===== config.mk =====
export PLATFORM = sky130hd
export DESIGN_NAME = tx_os_generator
export DESIGN_NICKNAME = d
export VERILOG_FILES = /design/src/rtl/pcie_phy_pkg.sv /design/src/rtl/os_symbol_lut.sv /design/src/rtl/tx_os_generator.sv
export SDC_FILE = /design/constraint.sdc
export NUM_CORES = 1
export LEC_CHECK = 0
export CORE_ASPECT_RATIO = 1.2
export CORE_MARGIN = 4
export CORE_UTILIZATION = 40
export CTS_CLUSTER_SIZE = 24
export DETAILED_ROUTE_END_ITERATION = 8
export PLACE_DENSITY = 0.84
export SYNTH_ARGS = -nofsm -noshare
export SYNTH_HDL_FRONTEND = slang
export SYNTH_SLANG_ARGS = --single-unit

===== constraint.sdc =====
create_clock -name Pclk -period 2.4 [get_ports Pclk]
set_input_delay 0.24 -clock Pclk [delete_from_list [all_inputs] [get_ports Pclk]]
set_output_delay 0.24 -clock Pclk [all_outputs]
set_load 0.03 [all_outputs]

===== src/rtl/pcie_phy_pkg.sv =====
// Shared PHY definitions: ordered-set type codes, 8b/10b symbol constants,
// set lengths, the generator FSM state type and small symbol helpers.
package pcie_phy_pkg;

  typedef enum logic [2:0] {
    OS_TS1  = 3'b000,
    OS_TS2  = 3'b001,
    OS_SKP  = 3'b010,
    OS_EIOS = 3'b011,
    OS_IDLE = 3'b100
  } os_type_e;

  typedef enum logic {
    IDLE_S = 1'b0,
    SEND   = 1'b1
  } os_state_e;

  localparam logic [7:0] K_COM  = 8'hBC;
  localparam logic [7:0] K_PAD  = 8'hF7;
  localparam logic [7:0] K_SKP  = 8'h1C;
  localparam logic [7:0] K_IDL  = 8'h7C;
  localparam logic [7:0] TS1_ID = 8'h4A;
  localparam logic [7:0] TS2_ID = 8'h45;

  localparam int TS_LEN   = 16;
  localparam int SKP_LEN  = 4;
  localparam int EIOS_LEN = 4;
  localparam int IDX_W    = 8;

  // Index of the final symbol of a set; IDLE length is a block parameter.
  function automatic logic [IDX_W-1:0] os_last(input os_type_e t, input int idle_len);
    int len;
    case (t)
      OS_TS1, OS_TS2: len = TS_LEN;
      OS_SKP:         len = SKP_LEN;
      OS_EIOS:        len = EIOS_LEN;
      default:        len = idle_len;
    endcase
    return IDX_W'(len - 1);
  endfunction

  // TS rate identifier: one bit per supported rate from bit 1 upward.
  function automatic logic [7:0] rate_byte(input logic [2:0] rate, input int max_gen);
    int r;
    logic [7:0] b;
    r = int'(rate);
    if (r > max_gen) r = max_gen;
    if (r < 1) r = 1;
    b = '0;
    for (int i = 1; i < 8; i++) b[i] = (i <= r);
    return b;
  endfunction

endpackage


===== src/rtl/os_symbol_lut.sv =====
// Combinational symbol table: returns the {data, K} pair for one lane at a
// given position within a TS1/TS2/SKP/EIOS/IDLE ordered set.
import pcie_phy_pkg::*;

module os_symbol_lut #(
  parameter int         MAX_GEN = 1,
  parameter logic [7:0] N_FTS   = 8'hFF
) (
  input  os_type_e               os_type,
  input  logic [IDX_W-1:0]       index,
  input  logic [7:0]             link,
  input  logic [1:0]             lane_mode,
  input  logic [7:0]             lane,
  input  logic [2:0]             rate,
  input  logic                   loopback,
  output logic [7:0]             data,
  output logic                   k
);

  always_comb begin
    // NOTE: every output gets a default first so no path can infer a latch.
    data = 8'h00;
    k    = 1'b0;
    case (os_type)
      OS_TS1, OS_TS2: begin
        case (index)
          8'd0: begin data = K_COM; k = 1'b1; end
          8'd1: begin
            if (link == 8'h00) begin data = K_PAD; k = 1'b1; end
            else               data = link;
          end
          8'd2: begin
            if (lane_mode == 2'b01) data = lane;
            else begin data = K_PAD; k = 1'b1; end
          end
          8'd3:    data = N_FTS;
          8'd4:    data = rate_byte(rate, MAX_GEN);
          8'd5:    data = {5'b0, loopback, 2'b0};
          default: data = (os_type == OS_TS1) ? TS1_ID : TS2_ID;
        endcase
      end
      OS_SKP: begin
        data = (index == '0) ? K_COM : K_SKP;
        k    = 1'b1;
      end
      OS_EIOS: begin
        data = (index == '0) ? K_COM : K_IDL;
        k    = 1'b1;
      end
      default: begin
        data = 8'h00;
        k    = 1'b0;
      end
    endcase
  end

endmodule


===== src/rtl/tx_os_generator.sv =====
// TX ordered-set generator: FSM, symbol index, registered per-lane outputs.
// Define OSGEN_SKP_EN to add periodic SKP insertion ahead of requested sets.
import pcie_phy_pkg::*;

module tx_os_generator #(
  parameter int         LANESNUMBER  = 16,
  parameter int         MAX_GEN      = 1,
  parameter logic [7:0] N_FTS        = 8'hFF,
  parameter int         IDLE_LEN     = 16,
  parameter int         SKP_INTERVAL = 1180
) (
  input  logic                       Pclk,
  input  logic                       Reset,
  input  logic                       OSGeneratorStart,
  input  logic [2:0]                 OSType,
  input  logic [1:0]                 LaneNumber,
  input  logic [7:0]                 LinkNumber,
  input  logic [2:0]                 Rate,
  input  logic                       Loopback,
  output logic                       OSGeneratorBusy,
  output logic                       OSGeneratorFinish,
  output logic [8*LANESNUMBER-1:0]   TxData,
  output logic [LANESNUMBER-1:0]     TxDataK,
  output logic                       TxDataValid
);

  os_state_e        state, state_n;
  logic [IDX_W-1:0] idx, idx_n;
  logic             skp_phase, skp_phase_n;
  os_type_e         lat_type, lat_type_n, cur_type, next_type;
  logic [7:0]       lat_link, lat_link_n;
  logic [1:0]       lat_lane_mode, lat_lane_mode_n;
  logic [2:0]       lat_rate, lat_rate_n;
  logic             lat_loopback, lat_loopback_n;
  logic             accept, skp_due, finish_n, valid_n;
  logic [7:0]       lut_data [LANESNUMBER];
  logic             lut_k    [LANESNUMBER];

`ifdef OSGEN_SKP_EN
  localparam int TW = $clog2(SKP_INTERVAL + 1);
  logic [TW-1:0] skp_timer;

  assign skp_due = (skp_timer == TW'(SKP_INTERVAL));

  // Timer restarts whenever a SKP set begins, inserted or explicitly requested.
  always_ff @(posedge Pclk) begin
    if (!Reset)
      skp_timer <= '0;
    else if (accept && (skp_due || OSType == 3'(OS_SKP)))
      skp_timer <= '0;
    else if (!skp_due)
      skp_timer <= skp_timer + 1'b1;
  end
`else
  assign skp_due = 1'b0;
`endif

  assign accept = (state == IDLE_S) && OSGeneratorStart && (OSType <= 3'(OS_IDLE));

  always_comb begin
    state_n         = state;
    idx_n           = idx;
    skp_phase_n     = skp_phase;
    lat_type_n      = lat_type;
    lat_link_n      = lat_link;
    lat_lane_mode_n = lat_lane_mode;
    lat_rate_n      = lat_rate;
    lat_loopback_n  = lat_loopback;
    cur_type        = skp_phase ? OS_SKP : lat_type;
    case (state)
      IDLE_S: begin
        if (accept) begin
          state_n         = SEND;
          idx_n           = '0;
          skp_phase_n     = skp_due && (OSType != 3'(OS_SKP));
          lat_type_n      = os_type_e'(OSType);
          lat_link_n      = LinkNumber;
          lat_lane_mode_n = LaneNumber;
          lat_rate_n      = Rate;
          lat_loopback_n  = Loopback;
        end
      end
      SEND: begin
        if (idx == os_last(cur_type, IDLE_LEN)) begin
          idx_n = '0;
          if (skp_phase) skp_phase_n = 1'b0;
          else           state_n     = IDLE_S;
        end else begin
          idx_n = idx + 1'b1;
        end
      end
      default: state_n = IDLE_S;
    endcase
    // Outputs are registered, so the table is addressed with next-cycle values.
    next_type = skp_phase_n ? OS_SKP : lat_type_n;
    valid_n   = (state_n == SEND);
    finish_n  = valid_n && !skp_phase_n && (idx_n == os_last(next_type, IDLE_LEN));
  end

  for (genvar g = 0; g < LANESNUMBER; g++) begin : g_lane
    os_symbol_lut #(
      .MAX_GEN (MAX_GEN),
      .N_FTS   (N_FTS)
    ) u_lut (
      .os_type   (next_type),
      .index     (idx_n),
      .link      (lat_link_n),
      .lane_mode (lat_lane_mode_n),
      .lane      (8'(g)),
      .rate      (lat_rate_n),
      .loopback  (lat_loopback_n),
      .data      (lut_data[g]),
      .k         (lut_k[g])
    );
  end

  // NOTE: sequential state uses non-blocking assignments so every register
  // samples pre-edge values regardless of statement order.
  always_ff @(posedge Pclk) begin
    if (!Reset) begin
      state             <= IDLE_S;
      idx               <= '0;
      skp_phase         <= 1'b0;
      lat_type          <= OS_TS1;
      lat_link          <= '0;
      lat_lane_mode     <= '0;
      lat_rate          <= '0;
      lat_loopback      <= 1'b0;
      OSGeneratorBusy   <= 1'b0;
      OSGeneratorFinish <= 1'b0;
      TxDataValid       <= 1'b0;
      TxData            <= '0;
      TxDataK           <= '0;
    end else begin
      state             <= state_n;
      idx               <= idx_n;
      skp_phase         <= skp_phase_n;
      lat_type          <= lat_type_n;
      lat_link          <= lat_link_n;
      lat_lane_mode     <= lat_lane_mode_n;
      lat_rate          <= lat_rate_n;
      lat_loopback      <= lat_loopback_n;
      OSGeneratorBusy   <= valid_n;
      OSGeneratorFinish <= finish_n;
      TxDataValid       <= valid_n;
      for (int i = 0; i < LANESNUMBER; i++) begin
        TxData[8*i +: 8] <= valid_n ? lut_data[i] : 8'h00;
        TxDataK[i]       <= valid_n & lut_k[i];
      end
    end
  end

endmodule

After elaboration in Yosys (flattened, before gate mapping) --
Cells that the tools add are included. Widths: inputs -> output; s select.
Word-level totals: memory bits (read-only) 0, register bits after elaboration 157, latch bits 0, memories kept 0, RAM bits 0, input port bits 20
Cells by class: div/mod/pow operators 0, reduce and logical (&&, ||, !) cells 12, equality and inequality tests 13, add/subtract/negate cells 3, mux-type cells 87, $mul 0, shift operators 0, magnitude comparators 10, bitwise logic cells 2
Operators with widths (count):
- $pmux 8 s6 | 16
- $pmux 8 s3 | 16
- $mux 8 | 24
- $mux 32 | 5
- $le 4x32->1 const A | 4
- $le 3x32->1 const A | 2
- $le 2x32->1 const A | 1
- $lt 32x2->1 const B | 1
- $mux 3 | 7
- $eq 8x2->1 const B | 2
- $eq 8x3->1 const B | 2
- $eq 8x8->1 | 2
- $logic_not 8->1 | 2
- $pmux 8 s2 | 1
- $sub 8x2->8 const B | 2
- $eq 3x2->1 const B | 4
- $mux 5 | 2
- $mux 1 | 9
- $add 8x1->8 const B | 1
- $eq 8x1->1 const B | 1
- $pmux 1 s2 | 3
- $reduce_or 2->1 | 3
- $logic_and 1x1->1 | 4
- $mux 2 | 2
- other kinds (11) | 11

Logic depth before layout (Yosys ltp) --
depth after elaboration 20, depth in mapped cells 9

By module --
Synthesis repeated with hierarchy kept, for this count alone.
Second synthesis, totals: cell total of the unflattened synthesis 1601, area, all modules 12748.5 um2
Modules (own cells, without submodules):
- os_symbol_lut at g_lane[0].u_lut ... | cells each 69, area an instance 459.2 um2, times used 15
- tx_os_generator | cells each 502, area an instance 5396.4 um2, times used 1
- os_symbol_lut at g_lane[9].u_lut | cells each 64, area an instance 464.2 um2, times used 1

Least setup slack after synthesis --
OpenSTA, ideal clock, no wires.
kind register to register, from register state, to register TxData[109], required time 2.325 ns, slack 0.174 ns, library setup time 0.075 ns, stages on the path, launching flop included 9, data arrival time 2.150 ns, cell sequence dfxtp_1 > inv_1 > nand3_1 > buf_2 > nand2_1 > o21a_1 > a21oi_1 > o2111ai_2 > o22ai_1
On the way: cells in the longest elaborated chain, start to end 16
Ends and longest elaborated chain:
- from (decl) | RTL line tx_os_generator.sv:27 | os_state_e state, state_n;
- from (signal assigned) | RTL line tx_os_generator.sv:135 | state <= state_n;
- $not 1->1
- $logic_and 1x1->1 (2 in a row) | RTL line tx_os_generator.sv:58 | assign accept = (state == IDLE_S) && OSGeneratorStart && (OSType <= 3'(OS_IDLE));
- $mux 3 | RTL line tx_os_generator.sv:72 | if (accept) begin
- $mux 3 | RTL line tx_os_generator.sv:70 | case (state)
- $gt 3x1->1 | RTL line pcie_phy_pkg.sv:47 | if (r > max_gen) r = max_gen;
- $mux 3 | RTL line pcie_phy_pkg.sv:47
- $mux 32 | RTL line os_symbol_lut.sv:26 | case (index)
- $mux 32 | RTL line os_symbol_lut.sv:24 | case (os_type)
- $lt 32x2->1 | RTL line pcie_phy_pkg.sv:48 | if (r < 1) r = 1;
- $mux 32 | RTL line pcie_phy_pkg.sv:48
- $mux 32 | RTL line os_symbol_lut.sv:26
- $mux 32 | RTL line os_symbol_lut.sv:24
- $le 4x32->1 | RTL line pcie_phy_pkg.sv:50 | for (int i = 1; i < 8; i++) b[i] = (i <= r);
- $pmux 8 s6 | RTL line os_symbol_lut.sv:26
- $pmux 8 s3 | RTL line os_symbol_lut.sv:24
- to (signal, indexed assignment) | RTL line tx_os_generator.sv:147 | TxData[8*i +: 8] <= valid_n ? lut_data[i] : 8'h00;
- to (decl) | RTL line tx_os_generator.sv:22 | output logic [8*LANESNUMBER-1:0] TxData,
Several ways; a longest one is shown, not always the timed one. The select of a mux whose other input is x is not followed. A chain may end at the register's enable or synchronous reset.

Worst setup path after layout --
from register idx[1], to register TxData[110]
On the way: cells in the longest elaborated chain, start to end 7
Ends and longest elaborated chain:
- from (decl) | RTL line tx_os_generator.sv:28 | logic [IDX_W-1:0] idx, idx_n;
- from (signal assigned) | RTL line tx_os_generator.sv:136 | idx <= idx_n;
- branches (longest 7 deep; another with $add 8x1->8)
Several ways; the timed one is not identified.

==> summary.md <==
| Metric | Value |
|---|---|
| Die Y | 105.6 um |
| Slowest-stage cell, CP | dfxtp_1 |
| Ranking of synthesized cells by instance count | buf_4 (133), dfxtp_1 (38), nand2_1 (28) |
| Root Buffer | clkbuf_8 |
| Synth top area share | 31.44% |
| Relative slew slack | 68.46% |
| Count leader, synth | buf_4 |
| Asr flop ratio synth | 0% |
| Worst Min Path Start | lat_lane_mode[0]$_SDFF_PN0_ |
| Tot Pwr | 2.288 mW |
| CP peak stage delay | 0.36 ns |
| Leakage | 1.726 nW |
| Achievable Freq | 0.4358 GHz |
| Initial Utilization | 41.20% |
| Post-Synthesis Cells | 388 |
| IO buf count | 163 |
| Total Neg Setup Slack | 0 ns |
| CTS tree | yes |
| Dpl hpwl | 6986 um |
| Pre-Repair DR Iteration Count | 4 |
| Antenna-violating nets left | 0 |
| Syn nets | 409 |
| Slew @ Worst Pin | 0.4724 ns |
| Vias in the first global route | 2610 |
| # IOs | 167 |
| Die extent in x | 89.34 um |
| Net count reported at finish | 500 |
| WL/cell | 15.09 um |
| Worst path bufs/invs | 1 |
| Post-synth EDFFs | 0 |
| Critical Path End Type | flip-flop |
| Yosys cell types | 64 |
| Startpoint Class | flip-flop |
| Final Setup Violations | 0 |
| Clk pin slew, worst setup/hold paths | 0.08 ns |
| Vias/cell | 5.082 |
| Hold Vio Cnt, Final | 0 |
| Largest area contributor in the netlist | buf_4 |
| Core area | 0.007707 mm2 |
| Dominant synthesized flop cell | dfxtp_1 |
| Register area share after synthesis | 23.96% |
| Worst setup path startpoint | idx[1]$_SDFF_PN0_ |
| Gr ovfl total | 0 |
| Area delta synth->final | 41.65% |
| CTS H-tree lvls | 2 |
| Min-Delay Path Class | flip-flop to flip-flop |
| Placer Congestion | 0.9295 |
| Crit Path Max Fanout | 7 |
| Antenna violations before repair | 0 |
| TritonCTS Sinks | 38 |
| Critical path class | flip-flop to flip-flop |
| GR Util All Layers | 17.05% |
| Num CTS Buffers | 5 |
| Unrepaired setup endpoints after global routing | true |
| Post-synthesis register bit count | 38 |
| Fin util | 58.36% |
| DRC | 0 |
| Worst vdd ir | 0.0003057 V |
| Slew Limit Fails | 0 |
| Post-Route WL | 8634 um |
| Cell family with the largest share of critical-path delay | compound AO/OA/AOI/OAI gates |
| Worst skew pair latency | 0.30 ns |
| Synthesized area per cell | 8.184 um2 |
| MaxCap Viol Count | 0 |
| Final Instance Count excl. Fillers | 572 |
| Drt first-iter violations | 145 |
| R2r setup slk | 0.11 ns |
| Largest net degree at the start of global routing | 24 |
| Core Rows | 35 |
| Max clock buf depth | 2 |
| First-pass GRT wire length | 12850 um |
| FF-to-FF Start | idx[1]$_SDFF_PN0_ |
| Diodes inserted | 0 |
| Vias | 2907 |
| Clock Skews | 0.002756 ns |
| YS warnings | 0 |
| Status | finished clean |
| Period minus WS final | 2.295 ns |
| Die footprint | 0.009434 mm2 |
| Cell Pwr Density | 508.6 mW/mm2 |
| Crit-path cells | ha_2 > nor4b_2 > nand3b_1 > a221oi_2 > o211ai_1 > a21oi_4 > buf_4 > nand4_1 > a32o_1 |
| Layout cells sized above 1 | 22.71% |
| Tcrit/Tclk final | 95.62% |
| Crit path required time | 2.59 ns |
| Syn Std Cell Area | 0.003176 mm2 |
| Ranking of synthesized cells by area | buf_4 (31%), dfxtp_1 (24%), nand2_1 (3.3%), mux2i_1 (3.2%), nor2b_1 (2.4%) |
| Inst Count DP | 558 |
| Data arrival, critical path | 2.48 ns |
==> path summary, 6_finish.rpt <==
path / cells past startpoint / endpoint
worst max-delay path: 9 / TxData[110]$_SDFF_PN0_
worst min-delay path: 2 / lat_lane_mode[0]$_SDFF_PN0_
worst max register to register: 9 / TxData[110]$_SDFF_PN0_
worst min register to register: 2 / lat_lane_mode[0]$_SDFF_PN0_
==> registers in the layout, indices dropped and copies added (netlist names) <==
register           flops
lat_link               8
idx                    8
lat_lane_mode          2
TxData                12
state                  1
TxDataK                1
lat_loopback           1
OSGeneratorFinish      1
skp_phase              1
lat_type               3
==> area by class of cell <==
type,count,area [um2]
Multi-Input combinational cell,201,1383
Timing Repair Buffer,228,2120
Clock buffer,6,82.58
Sequential cell,38,767.0
Inverter,5,18.77
Clock inverter,2,12.51
Fill cell,690,3209
Tap cell,92,115.1
==> per-stage QoR <==
stage	setup WS (ns)	hold WS, ns	area (um2)
3_5_place_dp	-0.2030	0.4650	4303
4_1_cts	0.01831	0.4757	4429
5_1_grt	-0.01753	0.5110	4498
3_3_place_gp	-0.1400	0.4500	4303
2_1_floorplan	0.1744	0.3849	3176
6_report	0.1052	0.4708	4498
==> placed cells by master, fill, tap and decap left out, types with 4 or more instances in the layout <==
cell type        count
dfxtp_2              5
nand2b_1             5
nand4_1              7
nor2_1              18
nand3_1              4
mux2i_1             10
inv_1                5
a21boi_0             5
o21ai_0              8
nor2b_1             12
buf_4               65
a21oi_1              9
clkdlybuf4s50_1    163
dfxtp_1             33
nor4_1               5
o21ai_1              5
and2_1              10
o21a_1               5
clkbuf_8             6
nand2_1             28
==> tightest hold or removal path: cells and delay by family (launching register included) <==
family / cells / cell delay (ns)
AO/OA/AOI/OAI: 1 / 0.07
flip-flops: 1 / 0.31
AND/OR/NAND/NOR: 1 / 0.05
==> power by group <==
part	total (mW)	internal (mW)	switching, mW	leakage [nW]
sequential	0.717	0.664	0.0539	0.312
combinational	1.10	0.467	0.633	1.37
clock	0.470	0.231	0.239	0.0472
total	2.29	1.36	0.926	1.73
==> cells by family (layout without fill, tap and decap cells) <==
family                     after synthesis  in the layout  synth area share [%]
muxes                                   12             12                 3.861
DFF                                     38             38                 23.96
xor gates and xnor gates                 2              2                0.5517
and+or+nand+nor                        116            116                 20.02
buffers and inverters                  149            241                 34.04
adders and majority gates                1              1                0.3939
AOI/OAI and AO/OA                       70             70                 17.18
==> routing by layer <==
| layer | wire length [um] | vias to the layer above | global-route usage [%] | share of wire [%] |
|---|---|---|---|---|
| met5 | 0 | - | 0 | 0 |
| met4 | 182 | 0 | 5.000 | 2.1 |
| met3 | 841 | 20 | 2.971 | 9.7 |
| met2 | 4367 | 149 | 31.35 | 51 |
| met1 | 3243 | 1339 | 19.45 | 38 |
| li1 | - | 1399 | - | - |
==> timing repair <==
action                                  4_1_cts  5_1_grt
cloned                                        0        0
gates resized for setup                       1       16
pin swaps                                     1        2
hold buffers                                  0        0
endpoints found under the setup margin        6       13
setup buffers                                 4        2
endpoints found under the hold margin         0        0
Power figures use the tool's default switching activity.
